## src/rtl/button_debounce_pkg.sv

```systemverilog
// Shared types for the push-button debouncer: FSM state encoding and counter width.
package button_pkg;
    localparam int CNT_W = 32;

    typedef enum logic [1:0] {
        RELEASED,
        PRESS_WAIT,
        PRESSED,
        RELEASE_WAIT
    } btn_state_t;
endpackage

```

## src/rtl/button_debounce_sync_2ff.sv

```systemverilog
// Two-flop synchronizer for one asynchronous input bit.
// On reset both flops load RST_VAL, so the pin's idle level can be chosen.
module sync_2ff #(
    parameter bit RST_VAL = 1'b0
) (
    input  logic clk,
    input  logic rst_n,
    input  logic d,
    output logic q
);
    logic meta;

    always_ff @(posedge clk) begin
        if (!rst_n) begin
            meta <= RST_VAL;
            q    <= RST_VAL;
        end else begin
            meta <= d;
            q    <= meta;
        end
    end
endmodule

```

## src/rtl/button_debounce.sv

```systemverilog
// Push-button debouncer: synchronized pin, stable-count acceptance, press/release pulses.
// Optional long-press pulse when LONG_PRESS_EN is defined; otherwise long_pulse is tied 0.
//
// state        | meaning
// RELEASED     | button accepted as released
// PRESS_WAIT   | pressed seen, counting stable cycles
// PRESSED      | button accepted as pressed (hold count when long press is enabled)
// RELEASE_WAIT | released seen, counting stable cycles
module button_debounce
    import button_pkg::*;
#(
    parameter int unsigned DEBOUNCE_CYCLES = 1000000,
    parameter bit          ACTIVE_LOW      = 1'b1,
    parameter int unsigned LONG_CYCLES     = 50000000
) (
    input  logic clk,
    input  logic rst_n,
    input  logic btn_raw,
    output logic btn_level,
    output logic press_pulse,
    output logic release_pulse,
    output logic long_pulse
);
    localparam logic [CNT_W-1:0] DEB_LAST  = CNT_W'(DEBOUNCE_CYCLES - 1);
    localparam logic [CNT_W-1:0] LONG_LAST = CNT_W'(LONG_CYCLES - 1);
    localparam logic [CNT_W-1:0] CNT_ONE   = CNT_W'(1);

    btn_state_t       state, state_nxt;
    logic [CNT_W-1:0] cnt, cnt_nxt, cnt_inc;
    logic             sync_q, pressed_s;
    logic             level_nxt, press_nxt, release_nxt;

    // Flops reset to the not-pressed pin level so reset never looks like a press.
    sync_2ff #(.RST_VAL(ACTIVE_LOW)) u_sync_btn (
        .clk  (clk),
        .rst_n(rst_n),
        .d    (btn_raw),
        .q    (sync_q)
    );

    assign pressed_s = sync_q ^ ACTIVE_LOW;
    // Saturating increment; the debounce waits never get near the ceiling.
    assign cnt_inc   = (cnt == LONG_LAST) ? cnt : cnt + CNT_ONE;

`ifdef LONG_PRESS_EN
    logic long_done, long_done_nxt, long_nxt;
`endif

    always_comb begin
        state_nxt   = state;
        cnt_nxt     = cnt;
        level_nxt   = btn_level;
        press_nxt   = 1'b0;
        release_nxt = 1'b0;
`ifdef LONG_PRESS_EN
        long_nxt      = 1'b0;
        long_done_nxt = long_done;
`endif
        case (state)
            RELEASED: begin
                if (pressed_s) begin
                    state_nxt = PRESS_WAIT;
                    cnt_nxt   = CNT_ONE;
                end
            end
            PRESS_WAIT: begin
                if (!pressed_s) begin
                    state_nxt = RELEASED;
                    cnt_nxt   = '0;
                end else if (cnt == DEB_LAST) begin
                    state_nxt = PRESSED;
                    cnt_nxt   = '0;
                    level_nxt = 1'b1;
                    press_nxt = 1'b1;
                end else begin
                    cnt_nxt = cnt_inc;
                end
            end
            PRESSED: begin
                if (!pressed_s) begin
                    state_nxt = RELEASE_WAIT;
                    cnt_nxt   = CNT_ONE;
                end else begin
`ifdef LONG_PRESS_EN
                    cnt_nxt = cnt_inc;
                    if (cnt == LONG_LAST - CNT_ONE && !long_done) begin
                        long_nxt      = 1'b1;
                        long_done_nxt = 1'b1;
                    end
`endif
                end
            end
            RELEASE_WAIT: begin
                if (pressed_s) begin
                    state_nxt = PRESSED;
                    cnt_nxt   = '0;
                end else if (cnt == DEB_LAST) begin
                    state_nxt   = RELEASED;
                    cnt_nxt     = '0;
                    level_nxt   = 1'b0;
                    release_nxt = 1'b1;
`ifdef LONG_PRESS_EN
                    long_done_nxt = 1'b0;
`endif
                end else begin
                    cnt_nxt = cnt_inc;
                end
            end
            default: begin
                state_nxt = RELEASED;
                cnt_nxt   = '0;
            end
        endcase
    end

    always_ff @(posedge clk) begin
        if (!rst_n) begin
            state         <= RELEASED;
            cnt           <= '0;
            btn_level     <= 1'b0;
            press_pulse   <= 1'b0;
            release_pulse <= 1'b0;
        end else begin
            state         <= state_nxt;
            cnt           <= cnt_nxt;
            btn_level     <= level_nxt;
            press_pulse   <= press_nxt;
            release_pulse <= release_nxt;
        end
    end

`ifdef LONG_PRESS_EN
    always_ff @(posedge clk) begin
        if (!rst_n) begin
            long_done  <= 1'b0;
            long_pulse <= 1'b0;
        end else begin
            long_done  <= long_done_nxt;
            long_pulse <= long_nxt;
        end
    end
`else
    assign long_pulse = 1'b0;
`endif
endmodule
```

## config.mk

```make
export PLATFORM = sky130hd
export DESIGN_NAME = button_debounce
export DESIGN_NICKNAME = d
export VERILOG_FILES = /design/src/rtl/button_debounce_pkg.sv /design/src/rtl/button_debounce_sync_2ff.sv /design/src/rtl/button_debounce.sv
export SDC_FILE = /design/constraint.sdc
export NUM_CORES = 1
export LEC_CHECK = 0
export ABC_AREA = 1
export CORE_MARGIN = 2
export CORE_UTILIZATION = 56
export CTS_CLUSTER_DIAMETER = 120
export CTS_CLUSTER_SIZE = 12
export DETAILED_ROUTE_END_ITERATION = 6
export PLACE_DENSITY = 0.81
export SLEW_MARGIN = 25
export SYNTH_ARGS = -nofsm -noshare
export SYNTH_HDL_FRONTEND = slang
export SYNTH_SLANG_ARGS = --single-unit
```

## constraint.sdc

```tcl
create_clock -name clk -period 1.6 [get_ports clk]
set_input_delay 0.16 -clock clk [delete_from_list [all_inputs] [get_ports clk]]
set_output_delay 0.16 -clock clk [all_outputs]
set_load 0.01 [all_outputs]
```

==> results.ini, run 1 <==
[final_layout]
syn2layout_area_growth_pct = 31.4
multi_input_area_um2 = 1810
fin_nets = 499
antennaDiodeCount = 0
post-route-util_pct = 75.2
fin_cells = 550
fill_cells = 340
drive_above_1_share_pct = 31.5
regArea_um2 = 816
fin_area_um2 = 3480

[timing]
fin_worst_skew_ns = 0.0113
finalSetupViolCount = 1
layout_setup_ws_ns = -0.0838
hold_viol_final = 0
fin_crit_sh_pct = 105
period_minus_slack_ns = 1.68
slew_violations = 0
fmaxAchievable_mhz = 594
tns_ns = -0.0838
rsz0062_at_grt = true

[power]
power-per-cell-area_nw_per_um2 = 558
leakagePower_nw = 1.40
ir_drop_v = 0.000506
seq_power_share_pct = 50.1
power_frac_clock_pct = 45.1
pwr-share-comb_pct = 4.8
switching_share_pct = 22.5
switchingPower_w = 0.000436
power.total_w = 0.00194
internal_power_w = 0.00151

[yosys]
syn_nets = 443
syn_inst = 439
ys_types = 34
ys_ff_latch = 39
synth_area_per_cell_um2 = 6.04
syn_area_um2 = 2650
yosysWarnings = 0
seq_area_frac_synth_pct = 29.5

[critical_path]
cp-startpoint = cnt[0]$_SDFFE_PN0P_
timing.rr.end = btn_level$_SDFFE_PN0P_
cp-end-kind = register
ff2ff_path_depth = 10
endpoint = btn_level$_SDFFE_PN0P_
r2r_slack_ns = -0.08
start_kind = register
rr_startpoint = cnt[0]$_SDFFE_PN0P_
critical_path_class = reg -> reg
required_ns = 1.82
arrival_ns = 1.90
cp_max_fo = 3

[clocking]
clk_latency_ns = 0.30
cts.sinks = 39
ctsRootBufferMaster = clkbuf_8
cts_max_level = 2
cts_tree = yes
cts_max_path_buffers = 2
cts_hold_buf = 0
numCtsBuffers = 5
clk_pin_slew_worst_paths_ns = 0.08

[drt]
via_per_inst = 5.99
drt_wl_total_um = 8910
first_iter_violations = 446
vias = 3294
wl_per_cell_um = 16.2
drtAntennaViolNets = 0
drc_errors = 27
drtPass1Iterations = 7

[placed_design]
port_buffers = 5
gp_congestion = 0.972
place.detailed.hpwl_um = 5270
placed_area_um2 = 2970
dp_cells = 522

[outcome]
status = finished, violations left
violations = DRC, setup timing

[die]
die_w_um = 72.8
start_util_pct = 57.2
rows = 25
io-pin-count = 7
die_area_um2 = 5300
die_h_um = 72.8
core_um2 = 4630

[global_route]
grt_pass1_vias = 2729
overflow = 0
grtUsageTotal_pct = 30.6
grt_pass1_wl_um = 12500
grt_max_degree = 21
antenna_found_initial = 0

[job]
max_cap_violations = 0

[worst_hold_path]
hold_class = reg -> reg

## stage by stage
step / hold slack [ns] / setup slack [ns]
floorplan: 0.267 / 0.103
global placement: 0.398 / -0.194
detailed placement: 0.403 / -0.278
CTS: 0.423 / -0.0105
global route: 0.431 / -0.176
finish: 0.419 / -0.0838
## logic make-up (layout without fill, tap and decap cells)
family          count (synthesis)  after routing  share of synthesized area [%]
compound gates                 51             51                           10.1
xor+xnor                        3              3                          0.992
fa+ha+maj                       1              1                          0.472
buf+inv                        65            120                           10.4
flops                          39             39                           29.5
other cells                     1              1                          0.142
simple gates                  279            281                           48.4
## synthesized netlist by cell type, drive strengths merged
master / n / area (µm²)
buf: 9 / 65.1
o21ai: 20 / 100
xor2: 2 / 17.5
a21oi: 28 / 140
nor2: 68 / 315
clkinv: 1 / 3.75
ha: 1 / 12.5
nand4: 11 / 68.8
nand3b: 1 / 7.51
clkbuf: 4 / 16.3
dfxtp: 39 / 781
nor3b: 1 / 7.51
o31ai: 1 / 7.51
nand3: 49 / 273
o21bai: 2 / 18.8
nor4: 1 / 6.26
nor3: 10 / 55.1
or2: 4 / 25.0
inv: 51 / 191
nand2: 134 / 526
conb: 1 / 3.75
xnor2: 1 / 8.76
## per-layer routing
metal | part of all wire [%] | global-route usage (%) | up-vias | wire length (µm)
li1 | - | - | 1519 | -
met1 | 39 | 40.3 | 1514 | 3470
met2 | 46 | 48.6 | 213 | 4120
met3 | 11 | 6.35 | 48 | 970
met4 | 3.9 | 13.2 | 0 | 346
met5 | 0 | 0 | - | 0
## worst min-delay path by stage
| stage | slack, ns | depth (start not counted) | end | start |
|---|---|---|---|---|
| floorplan | 0.27 | 1 | u_sync_btn.meta$_SDFF_PN1_ | btn_raw |
| global placement | 0.40 | 1 | u_sync_btn.q$_SDFF_PN1_ | u_sync_btn.meta$_SDFF_PN1_ |
| detailed placement | 0.40 | 1 | u_sync_btn.q$_SDFF_PN1_ | u_sync_btn.meta$_SDFF_PN1_ |
| CTS | 0.42 | 1 | u_sync_btn.q$_SDFF_PN1_ | u_sync_btn.meta$_SDFF_PN1_ |
| global route | 0.43 | 2 | u_sync_btn.meta$_SDFF_PN1_ | btn_raw |
| finish | 0.42 | 1 | u_sync_btn.q$_SDFF_PN1_ | u_sync_btn.meta$_SDFF_PN1_ |
## placed cells by master, fill, tap and decap left out, types with 2 or more instances in the layout
master and instances:
nand2_1 120, buf_4 52, inv_1 46, nand3_1 43, nor2_1 37, a21oi_1 26
nor2_2 19, dfxtp_1 19, dfxtp_2 16, nor2_4 14, o21ai_0 14, nand4_1 11
nand2_2 9, o21ai_1 6, clkbuf_8 6, nand2_4 5, inv_2 5, nor3_2 5
clkdlybuf4s50_1 5, or2_2 4, nor3_1 4, dfxtp_4 4, nand3_4 3, nand3_2 3
buf_6 3, xor2_1 2, a21oi_2 2
## final cells by class
type | count | share of cell area, %
Clock buffer | 6 | 2.37
Sequential cell | 39 | 23.4
Tap cell | 54 | 1.94
Timing Repair Buffer | 60 | 13.6
Inverter | 52 | 5.61
Multi-Input combinational cell | 337 | 52.0
Clock inverter | 2 | 1.01
## power by group through the flow
stage | registers (W) | logic, W | clock network [W]
2_1_floorplan | 0.00100 | 0.0000470 | 0
3_5_place_dp | 0.00100 | 0.0000836 | 0
5_1_grt | 0.000972 | 0.0000985 | 0.000921
3_3_place_gp | 0.00100 | 0.0000829 | 0
6_report | 0.000972 | 0.0000941 | 0.000876
4_1_cts | 0.000977 | 0.0000858 | 0.000878
## critical path, stage by stage, from the launching register on
cell and delay [ns]:
dfxtp_2 0.37, ha_4 0.16, nand2_1 0.07, inv_2 0.08, nand2_4 0.07, nor2_2 0.15
nand3_2 0.13, buf_4 0.16, nor2_1 0.09, o21ai_0 0.12, nor2_1 0.19
## sequential cells by signal, summed over array words and instances, names as in the netlist, named ones only
signal and flops:
u_sync_btn.meta 1, press_pulse 1, u_sync_btn.q 1, state 1
btn_level 1, release_pulse 1, cnt 32
## what timing repair did
action / 4_1_cts / 5_1_grt
buffers inserted: 9 / 9
gates resized for setup: 10 / 72
pin swaps: 6 / 14
gates cloned: 1 / 1
setup endpoints to repair: 30 / 36
No activity file was read; power rests on OpenSTA's default activity.
==> inputs of run 2 (changes only) <==
--- a/config.mk
+++ b/config.mk
@@ -6,8 +6,10 @@
 export NUM_CORES = 1
 export LEC_CHECK = 0
 export ABC_AREA = 1
-export CORE_MARGIN = 2
-export CORE_UTILIZATION = 56
+export ABC_CLOCK_PERIOD_IN_PS = 1600
+export CELL_PAD_IN_SITES_DETAIL_PLACEMENT = 1
+export CELL_PAD_IN_SITES_GLOBAL_PLACEMENT = 1
+export CORE_UTILIZATION = 39
 export CTS_CLUSTER_DIAMETER = 120
 export CTS_CLUSTER_SIZE = 12
 export DETAILED_ROUTE_END_ITERATION = 6
==> results.ini, run 2 (synthesis gave the netlist of run 1 again) <==
[global_route]
grt_max_degree = 21  ; unchanged
grt_pass1_vias = 3631  ; +33%
grt_pass1_wl_um = 17700  ; +41%
grtUsageTotal_pct = 32.1  ; +1.5 points
overflow = 0  ; unchanged
antenna_found_initial = 0  ; unchanged

[critical_path]
crit_chain = nor2_2 > nand2_1 > buf_4 > nor2_2 > nand3_4 > buf_4 > nor3_1 > nor2_1
r2r_slack_ns = -0.23  ; -0.15 ns
arrival_ns = 2.05  ; +0.15 ns
rr_startpoint = cnt[26]$_SDFFE_PN0P_
critical_path_class = reg -> reg
required_ns = 1.82  ; about the same
start_kind = register
cp_max_fo = 3  ; unchanged
timing.rr.end = btn_level$_SDFFE_PN0P_
ff2ff_path_depth = 8  ; -2
cp-end-kind = register
crit_path_top_delay_cell = dfxtp_1
cp_slowest_stage_delay_ns = 0.34  ; -0.03 ns

[timing]
hold_viol_final = 0  ; unchanged
tns_ns = -4.38  ; -4.30 ns
period_minus_slack_ns = 1.83  ; +0.147 ns
fin_crit_sh_pct = 114  ; +9.2 points
fmaxAchievable_mhz = 546  ; -8.0%
hold_slack_ns = 0.403  ; -0.0161 ns
rsz0062_at_grt = true
layout_setup_ws_ns = -0.230  ; -0.147 ns
slew_violations = 0  ; unchanged
fin_worst_skew_ns = 0.00990  ; -0.00142 ns
finalSetupViolCount = 35  ; +34

[final_layout]
top_register = cnt
final_cell_mix = nand2_1 (109), buf_4 (77), inv_1 (44)
fin_nets = 528  ; +5.8%
fin_area_um2 = 3930  ; +13%
antennaDiodeCount = 0  ; unchanged
drive_above_1_share_pct = 42.1  ; +11 points
syn2layout_area_growth_pct = 48.1
layout_commonest_cell = nand2_1
largest_register_ffs = 32  ; unchanged
post-route-util_pct = 60.8  ; -14 points

[die]
core_um2 = 6460  ; +40%
io-pin-count = 7  ; unchanged
die_w_um = 84.4  ; +16%
die_h_um = 84.4  ; +16%
start_util_pct = 41.0  ; -16 points
rows = 29  ; +16%
die_area_um2 = 7130  ; +35%

[clocking]
cts_hold_buf = 0  ; unchanged
numCtsBuffers = 5  ; unchanged
clk_latency_ns = 0.32  ; +0.02 ns
ctsRootBufferMaster = clkbuf_8
clk_pin_slew_worst_paths_ns = 0.09  ; about the same
cts_max_path_buffers = 2  ; unchanged
cts_max_level = 2  ; unchanged
cts.sinks = 39  ; unchanged
cts_tree = yes

[placed_design]
placed_area_um2 = 3270  ; +10%
place.detailed.hpwl_um = 7190  ; +36%
gp_congestion = 0.910  ; -6.4%
port_buffers = 5  ; unchanged

[worst_hold_path]
min_from = btn_raw
hold_class = in -> reg
hold_path_depth = 2  ; +1
hold_path_end = u_sync_btn.meta$_SDFF_PN1_

[drt]
drc_errors = 0  ; -100%
wl_per_cell_um = 22.5  ; +39%
vias = 3537  ; +7.4%
first_iter_violations = 122  ; -73%
drtPass1Iterations = 4  ; -3
via_per_inst = 5.88  ; -1.9%
drtAntennaViolNets = 0  ; unchanged
drt_wl_total_um = 13600  ; +52%

[power]
power-per-cell-area_nw_per_um2 = 506  ; -9.2%
ir_drop_v = 0.000620  ; +23%
leakagePower_nw = 1.56  ; +11%

[job]
max_cap_violations = 0  ; unchanged

[outcome]
violations = setup timing
status = finished, violations left

## run 2: changes by cell type in the layout (fill, tap and decap cells not counted), moves of 7 or more
cell,change
a21oi_2,+8
o21ai_2,+9
nand2_2,+8
nor2_4,+7
buf_4,+25
nand3_1,-7
o21ai_0,-9
nand2_1,-11
a21oi_1,-8
## run 2: final cells by class
| type | count | area, µm² |
|---|---|---|
| tap | 77 | 96.3 |
| clock inverter | 3 | 43.8 |
| sequential | 39 | 805 |
| clock buffer | 5 | 68.8 |
| fill | 830 | 2530 |
| multi-input combinational | 340 | 2030 |
| timing repair buffer | 86 | 682 |
| inverter | 52 | 200 |
## run 2: worst max-delay path by stage
stage                                     from                      to  slack, ns
after floorplan            cnt[0]$_SDFFE_PN0P_     cnt[5]$_SDFFE_PN0P_       0.10
after global placement     cnt[0]$_SDFFE_PN0P_    cnt[27]$_SDFFE_PN0P_      -0.20
after detailed placement   cnt[0]$_SDFFE_PN0P_    cnt[24]$_SDFFE_PN0P_      -0.29
after CTS                  cnt[9]$_SDFFE_PN0P_    cnt[29]$_SDFFE_PN0P_     -0.005
after global routing      cnt[26]$_SDFFE_PN0P_  btn_level$_SDFFE_PN0P_      -0.29
final                     cnt[26]$_SDFFE_PN0P_  btn_level$_SDFFE_PN0P_      -0.23
## run 2: what timing repair did
action,CTS,global route
pin swaps,10,30
setup endpoints to repair,34,36
gates cloned,3,2
setup buffers,4,6
gates resized for setup,39,99
hold endpoints to repair,0,0
## run 2: metal layers
metal | routed length (µm) | global-route usage [%] | vias to the layer above | part of all wire, %
li1 | - | - | 1572 | -
met1 | 4810 | 34.5 | 1725 | 35
met2 | 6630 | 57.5 | 151 | 49
met3 | 863 | 6.49 | 89 | 6.4
met4 | 1250 | 20.6 | 0 | 9.2
met5 | 0 | 0 | - | 0
## run 2: worst max-delay path, delay by kind of cell, from the launching register on
family / cells / cell delay [ns]
buffers and inverters: 2 / 0.36
DFF: 1 / 0.34
and+or+nand+nor: 6 / 1.02
## run 2: through the flow
step / power [W] / worst slack (ns) / std cells
3_5_place_dp: 0.00109 / -0.294 / 580
2_1_floorplan: 0.00105 / 0.103 / 439
3_3_place_gp: 0.00108 / -0.196 / 580
5_1_grt: 0.00203 / -0.294 / 602
6_report: 0.00199 / -0.230 / 602
4_1_cts: 0.00197 / -0.00528 / 595
## run 2: report_power, final
| group | switching, W | leakage, nW | internal [W] |
|---|---|---|---|
| Sequential | 0.00000476 | 0.322 | 0.000971 |
| Combinational | 0.0000724 | 1.18 | 0.0000347 |
| Clock | 0.000439 | 0.0581 | 0.000465 |
| Total | 0.000516 | 1.56 | 0.00147 |
